$ cat src/rtl/seq_multiplier_pkg.sv
// Shared types for the sequential shift-and-add / Booth multiplier.
package seq_multiplier_pkg;

  typedef enum logic [1:0] {
    IDLE = 2'd0,
    RUN  = 2'd1,
    DONE = 2'd2
  } state_t;

  typedef enum logic {
    MODE_UNSIGNED = 1'b0,
    MODE_SIGNED   = 1'b1
  } mode_t;

endpackage

$ cat src/rtl/multiplier_step.sv
// One partial-product step: unsigned add-and-shift or radix-2 Booth step.
// Purely combinational; the top level sequences N of these.
module multiplier_step
  import seq_multiplier_pkg::*;
#(
  parameter int N = 8
) (
  input  logic [N:0]   i_a,
  input  logic [N-1:0] i_q,
  input  logic         i_q_m1,
  input  logic [N-1:0] i_m,
  input  mode_t        i_mode,
  output logic [N:0]   o_a,
  output logic [N-1:0] o_q,
  output logic         o_q_m1
);

  logic [N:0] w_m_ext;
  logic [N:0] w_usum;
  logic [N:0] w_ssum;

  // a carries one guard bit so the most negative multiplicand cannot overflow
  assign w_m_ext = {i_m[N-1], i_m};

  // unsigned: carry out of the N-bit add lands in the top of the sum
  assign w_usum = {1'b0, i_a[N-1:0]} + (i_q[0] ? {1'b0, i_m} : '0);

  // Booth recoding on {q[0], q_m1}
  always_comb begin
    w_ssum = i_a;
    case ({i_q[0], i_q_m1})
      2'b01:   w_ssum = i_a + w_m_ext;
      2'b10:   w_ssum = i_a - w_m_ext;
      default: w_ssum = i_a;
    endcase
  end

  // right shift of {a, q, q_m1}: logical for unsigned, arithmetic for signed
  always_comb begin
    o_q_m1 = i_q[0];
    if (i_mode == MODE_SIGNED) begin
      o_a = {w_ssum[N], w_ssum[N:1]};
      o_q = {w_ssum[0], i_q[N-1:1]};
    end else begin
      o_a = {1'b0, w_usum[N:1]};
      o_q = {w_usum[0], i_q[N-1:1]};
    end
  end

endmodule

$ cat src/rtl/seq_multiplier.sv
// Sequential multiplier: N steps per product, valid/ready on both sides,
// synchronous abort. Operands are captured on accept; product held in DONE.
//
// state | meaning
// IDLE  | waiting for operands, in_ready = 1
// RUN   | one step per clock, count tracks remaining steps
// DONE  | product valid, held until out_ready; can restart on same edge
module seq_multiplier
  import seq_multiplier_pkg::*;
#(
  parameter int N = 8
) (
  input  logic           clock,
  input  logic           reset_n,
  input  logic           in_valid,
  output logic           in_ready,
  input  logic           signed_mode,
  input  logic [N-1:0]   multiplicand,
  input  logic [N-1:0]   multiplier,
  input  logic           abort,
  output logic           out_valid,
  input  logic           out_ready,
  output logic [2*N-1:0] product
);

  localparam int CW = (N > 2) ? $clog2(N) : 1;

  state_t        r_state;
  mode_t         r_mode;
  logic [N-1:0]  r_m;
  logic [N:0]    r_a;
  logic [N-1:0]  r_q;
  logic          r_q_m1;
  logic [CW-1:0] r_count;
  logic          r_out_valid;

  logic [N:0]    w_a_next;
  logic [N-1:0]  w_q_next;
  logic          w_q_m1_next;
  logic          w_accept;

  multiplier_step #(.N(N)) u_step (
    .i_a    (r_a),
    .i_q    (r_q),
    .i_q_m1 (r_q_m1),
    .i_m    (r_m),
    .i_mode (r_mode),
    .o_a    (w_a_next),
    .o_q    (w_q_next),
    .o_q_m1 (w_q_m1_next)
  );

  // ready in IDLE, or in DONE when the current product is taken this cycle
  assign in_ready  = (r_state == IDLE) || ((r_state == DONE) && out_ready);
  assign w_accept  = in_valid && in_ready;
  assign out_valid = r_out_valid;
  assign product   = {r_a[N-1:0], r_q};

  // FSM, step counter and operand/partial-product registers
  always_ff @(posedge clock) begin
    if (!reset_n) begin
      r_state     <= IDLE;
      r_mode      <= MODE_UNSIGNED;
      r_m         <= '0;
      r_a         <= '0;
      r_q         <= '0;
      r_q_m1      <= 1'b0;
      r_count     <= '0;
      r_out_valid <= 1'b0;
    end else if (abort) begin
      // abort wins over any accept presented in the same cycle
      r_state     <= IDLE;
      r_out_valid <= 1'b0;
    end else begin
      case (r_state)
        IDLE: begin
          if (w_accept) begin
            r_m     <= multiplicand;
            r_q     <= multiplier;
            r_a     <= '0;
            r_q_m1  <= 1'b0;
            r_mode  <= mode_t'(signed_mode);
            r_count <= CW'(N - 1);
            r_state <= RUN;
          end
        end
        RUN: begin
          r_a    <= w_a_next;
          r_q    <= w_q_next;
          r_q_m1 <= w_q_m1_next;
          if (r_count == '0) begin
            r_state     <= DONE;
            r_out_valid <= 1'b1;
          end else begin
            r_count <= r_count - CW'(1);
          end
        end
        DONE: begin
          if (out_ready) begin
            r_out_valid <= 1'b0;
            if (in_valid) begin
              r_m     <= multiplicand;
              r_q     <= multiplier;
              r_a     <= '0;
              r_q_m1  <= 1'b0;
              r_mode  <= mode_t'(signed_mode);
              r_count <= CW'(N - 1);
              r_state <= RUN;
            end else begin
              r_state <= IDLE;
            end
          end
        end
        default: begin
          r_state     <= IDLE;
          r_out_valid <= 1'b0;
        end
      endcase
    end
  end

endmodule

$ cat config.mk
export PLATFORM = sky130hd
export DESIGN_NAME = seq_multiplier
export DESIGN_NICKNAME = d
export VERILOG_FILES = /design/src/rtl/seq_multiplier_pkg.sv /design/src/rtl/multiplier_step.sv /design/src/rtl/seq_multiplier.sv
export SDC_FILE = /design/constraint.sdc
export NUM_CORES = 1
export LEC_CHECK = 0
export ABC_CLOCK_PERIOD_IN_PS = 4100
export CORE_ASPECT_RATIO = 1.5
export CORE_MARGIN = 1.5
export CORE_UTILIZATION = 40
export CTS_CLUSTER_DIAMETER = 30
export DETAILED_ROUTE_END_ITERATION = 8
export SLEW_MARGIN = 15
export SYNTH_ARGS = -nofsm -noshare
export SYNTH_HDL_FRONTEND = slang
export SYNTH_SLANG_ARGS = --single-unit
export TNS_END_PERCENT = 30
$ cat constraint.sdc
create_clock -name clock -period 4.1 [get_ports clock]
set_input_delay 1.025 -clock clock [delete_from_list [all_inputs] [get_ports clock]]
set_output_delay 1.025 -clock clock [all_outputs]
set_load 0.005 [all_outputs]
* After elaboration in Yosys (flattened, before gate mapping)
Index checks and enable logic that the tools add are counted. W data, S select, Z words.
Operators by class: $lt $le $gt $ge 0, add/sub/neg operators 4, multiplexer cells 37, multipliers 0, bitwise operators 3, shift operators 0, reduce and logical (&&, ||, !) cells 13, equality and inequality tests 9, divide/modulo/power cells 0
Operators by type and width (number):
- $mux W8 | 8
- $mux W9 | 4
- $pmux W9 S3 | 1
- $pmux W8 S3 | 1
- $pmux W9 S2 | 1
- $pmux W8 S2 | 1
- $mux W3 | 4
- $ne A2 B2 Y1 const B | 5
- $reduce_and A5 Y1 | 2
- $add A8 B9 Y9 | 1
- $add A9 B9 Y9 | 1
- $mux W1 | 9
- $pmux W3 S3 | 1
- $sub A9 B9 Y9 | 1
- $mux W2 | 3
- $pmux W1 S3 | 2
- $pmux W2 S3 | 1
- $reduce_and A3 Y1 | 2
- $reduce_and A6 Y1 | 1
- $eq A2 B1 Y1 const B | 2
- $eq A2 B2 Y1 const B | 2
- $logic_not A3 Y1 | 1
- $not A1 Y1 | 3
- $reduce_bool A3 Y1 | 1
- 7 further kinds | 8
Word-level totals: latch bits 0, memories 0, input bits 22, bits in read-only memories 0, memory bits (writable) 0, register bits after elaboration 33

* Logic depth before layout (Yosys ltp)
depth after elaboration 6, depth in mapped cells 12, mapped depth without buffers 11

* Cells and area by module
A second synthesis with hierarchy kept.
Unflattened totals: cells, all modules 315, area, all modules 2666.3 um2
By module, submodules not included:
- seq_multiplier | seq. area each 660.6 um2, times used 1, cells each 143, area an instance 1465.2 um2
- multiplier_step | seq. area each 0.0 um2, times used 1, cells each 172, area an instance 1201.2 um2

* Worst setup path after synthesis
No wires, ideal clock.
path kind flip-flop to flip-flop, start point register r_q[0], end point register r_a[7], period minus slack after synthesis 2.671 ns, data arrival time 2.547 ns, slack 1.429 ns, required time 3.976 ns, cell stages (with the launch flop) 11, cell sequence dfxtp_1 -> ha_1 -> clkbuf_1 -> mux2i_1 -> fa_1 -> a211oi_2 -> o21ai_0 -> a31oi_1 -> mux2i_2 -> xnor2_1 -> o22ai_1
On the way: longest elaborated chain between the ends 4
Ends and longest elaborated chain:
- start, declared | line seq_multiplier.sv:32 | logic [N-1:0] r_q;
- start signal, assigned | line seq_multiplier.sv:79 | r_q <= multiplier;
- start signal, assigned | line seq_multiplier.sv:89 | r_q <= w_q_next;
- start signal, assigned | line seq_multiplier.sv:103 | r_q <= multiplier;
- $mux W8, or another cell as far along | line multiplier_step.sv:26 | assign w_usum = {1'b0, i_a[N-1:0]} + (i_q[0] ? {1'b0, i_m} : '0);
- $add A8 B9 Y9 / $pmux W9 S2 (equally long branches) | line multiplier_step.sv:26, multiplier_step.sv:31
- $mux W9 * | line multiplier_step.sv:41 | if (i_mode == MODE_SIGNED) begin
- $pmux W9 S3 * | line seq_multiplier.sv:75 | case (r_state)
- end signal, assigned | line seq_multiplier.sv:88 | r_a <= w_a_next;
- end, declared | line seq_multiplier.sv:31 | logic [N:0] r_a;
Mark *: on every way between the ends. The rest lies on a longest branch, timed or not. A chain may end at the register's enable or synchronous reset.

* Worst setup path in the final report
start point input port out_ready, end point output port in_ready
On the way: longest elaborated chain between the ends 2
Ends and longest elaborated chain:
- start, declared | line seq_multiplier.sv:22 | input logic out_ready,
- $logic_and A1 B1 Y1 | line seq_multiplier.sv:54 | assign in_ready = (r_state == IDLE) || ((r_state == DONE) && out_ready);
- $logic_or A1 B1 Y1 | line seq_multiplier.sv:54
- end, declared | line seq_multiplier.sv:16 | output logic in_ready,
No other way between the ends.

==> flow_metrics.py <==
metrics = {
    "cts": {
        "cts_tree": "yes",
        "htree_levels": 2,
        "cts.sinks": 33,
        "hold_buffers": 0,
        "clk_path_buf_depth": 2,
        "clk_latency_ps": 290,
        "postCtsSetupBuffers": 0,
        "cts_resized": 0,
        "cts_buffers": 5,
        "cts_root_buffer": "clkbuf_8",
        "clkTransAtPathRegs_ps": 70,
    },
    "routing": {
        "wire_per_inst_um": 14.8,
        "drc": 0,
        "first_pass_iters": 4,
        "routed_via_density": 5.44,
        "num_vias": 2185,
        "drt_wl_total_um": 5950,
        "drt-initial-drc-count": 113,
        "ant_nets": 0,
    },
    "placed_design": {
        "gp_congestion": 0.821,
        "io_buffers": 39,
        "dp_hpwl_um": 4560,
        "place_area_um2": 2840,
    },
    "power": {
        "max-vdd-ir-drop_mv": 0.202,
        "combPwrFrac_pct": 25.0,
        "total_power_mw": 0.898,
        "power_frac_seq_pct": 39.4,
        "leakagePower_nw": 1.19,
        "switching_share_pct": 28.4,
        "power.density_nw_per_um2": 303,
        "p_switching_mw": 0.255,
        "p_clk_share_pct": 35.7,
        "p_int_mw": 0.643,
    },
    "sta": {
        "fin_skew_ps": 8.70,
        "report.final.slew_viol_count": 0,
        "maxSlewHeadroom_pct": 48.5,
        "fmax_ghz": 0.299,
        "whs_ps": 480,
        "worst_pin_slew_ps": 772,
        "setup_violations": 0,
        "fin_crit_sh_pct": 81.5,
        "fin_setup_tns_ps": 0,
        "rsz0062_at_grt": "false",
        "hold_viol": 0,
        "period_needed_ps": 3340,
    },
    "synthesis": {
        "synth_top_family_by_area": "simple AND/OR/NAND/NOR gates",
        "syn_nets": 344,
        "synth_adder_area_share_pct": 11.8,
        "synthArstFlopShare_pct": 0,
        "synth_most_common_cell": "nor2_1",
        "yosys-top-cells-area": "dfxtp_1, ha_1, mux2i_1",
        "synth-simple-area-share_pct": 20.5,
        "synth_xor_area_share_pct": 5.70,
        "syn_area_um2": 2460,
        "synth_mux_area_share_pct": 8.71,
        "synth_cell_types": 49,
        "yosysTopAreaCellShare_pct": 26.9,
        "synth_top_area_cell": "dfxtp_1",
        "synth_edf_count": 0,
        "yosys_warnings": 0,
        "yosysSeqAreaShare_pct": 26.9,
        "postSynthCellCount": 300,
        "synth_area_per_cell_um2": 8.19,
        "synth-seq-cells": 33,
        "synth_compound_area_share_pct": 20.2,
        "ys.flop_type": "dfxtp_1",
        "synthTopCellsByCount": "nor2_1, dfxtp_1, ha_1, mux2i_1, o21ai_0",
    },
    "finish": {
        "post-route-util_pct": 50.4,
        "areaGrowthSynthToFinish_pct": 20.5,
        "fin_area_um2": 2960,
        "insertedDiodeCount": 0,
        "layout.nets": 373,
        "drive_gt1_share_pct": 4.85,
    },
    "setup_path": {
        "crit_path_max_incr_delay_ps": 530,
        "r2r_cells": 9,
        "r2r_slack_ps": 1110,
        "required_ps": 3070,
        "path_delay_family": "buffers and inverters",
        "worst_r2r_endpoint": "r_a[7]",
        "endpoint_kind": "output port",
        "startpoint_type": "input port",
        "worst-path-buf-inv": 3,
        "crit_top_cell": "clkdlybuf4s50_1",
        "worstPathArrival_ps": 2320,
        "crit_path_cell_trace": "clkdlybuf4s50_1 -> inv_1 -> a21oi_1 -> clkdlybuf4s50_1",
        "slowest_stage": "clkdlybuf4s50_1",
        "critPathKind": "input port to output port",
        "worst-path-max-fanout": 4,
        "reg2reg_from": "r_q[0]",
    },
    "floorplan": {
        "fp.dieH_um": 99.0,
        "die_area_um2": 6630,
        "rows": 34,
        "coreArea_um2": 5870,
        "initial_core_util_pct": 41.9,
        "die_x_um": 67.0,
        "io_pins": 40,
    },
    "global_route": {
        "grt_pass1_wl_um": 9670,
        "grt-ovfl-total": 0,
        "antenna_found_initial": 0,
        "grt_pass1_vias": 2055,
        "grt_max_degree": 25,
        "grt_usage_pct": 19.1,
    },
    "min_path": {
        "hold_end": "r_q[7]",
        "hold_class": "flop to flop",
        "min_from": "r_q[7]",
        "whs_path_depth": 2,
    },
    "flow_run": {
        "drv_cap": 0,
    },
    "run_status": {
        "status": "finished clean",
    },
}
## per-layer routing
metal  vias to the layer above  GRT usage (%)  part of all wire, %
met5                         -              0                    0
met4                         0           7.06                  2.0
met3                         8           2.97                  3.5
met2                        38           34.0                   51
met1                      1020           22.3                   43
li1                       1119              -                    -
## through the flow
step,cells,setup WS [ps]
3_3_place_gp,394,790
4_1_cts,402,761
2_1_floorplan,300,1430
6_report,402,758
3_5_place_dp,394,769
5_1_grt,402,697
## power by group through the flow
stage                     clock network [mW]  registers [mW]  logic (mW)
after floorplan                            0           0.355       0.157
after global placement                     0           0.361       0.223
after detailed placement                   0           0.361       0.224
after CTS                              0.327           0.354       0.226
after global routing                   0.340           0.356       0.249
final                                  0.320           0.354       0.224
## cell usage in the layout, fill, tap and decap left out, types with 2 or more instances in the layout
cell type and instances:
mux2i_1 20, o21ai_0 18, a21o_1 3, a211oi_1 11
fa_1 2, o21ai_1 2, and3_1 2, dfxtp_1 33
clkdlybuf4s50_1 39, and2_1 8, inv_1 12, xnor2_1 15
a22oi_1 3, a31oi_1 2, o211ai_1 5, o21a_1 2
or4_1 2, nand2_1 14, a211oi_2 2, clkbuf_8 6
nand3_1 3, o22ai_1 2, nor2_1 45, nor3_1 5
nor2b_1 2, a21oi_1 17, nand2b_1 10, buf_4 2
or3_1 2, ha_1 20
## cell type report
class                      instances  area [µm²]
timing repair buffer              41         405
clock buffer                       7        86.3
sequential                        33         661
clock inverter                     1        30.0
multi-input combinational        236        1640
inverter                          12        45.0
tap                               72        90.1
fill                             605        2910
## worst max-delay path by stage
stage / start / end / cells past startpoint
floorplan: r_q[0] / r_a[7] / 10
global placement: out_ready / in_ready / 4
detailed placement: out_ready / in_ready / 4
CTS: out_ready / in_ready / 4
global route: out_ready / in_ready / 4
finish: out_ready / in_ready / 4
## cells by family after synthesis
logic type / Yosys count
compound gates: 76
xor+xnor: 16
fa+ha+maj: 22
buf+inv: 31
flops: 33
mux: 21
simple gates: 101
## flip-flops by register name, indices dropped and copies added (netlist names)
register   flops
r_q_m1         1
r_q            8
r_a            9
r_mode         1
out_valid      1
r_state        2
r_count        3
r_m            8
## worst min-delay path: stages, from the launching register on
cell and delay [ps]:
dfxtp_1 330, nand2_1 60, a21oi_1 50
(Power assumes the default switching activity.)
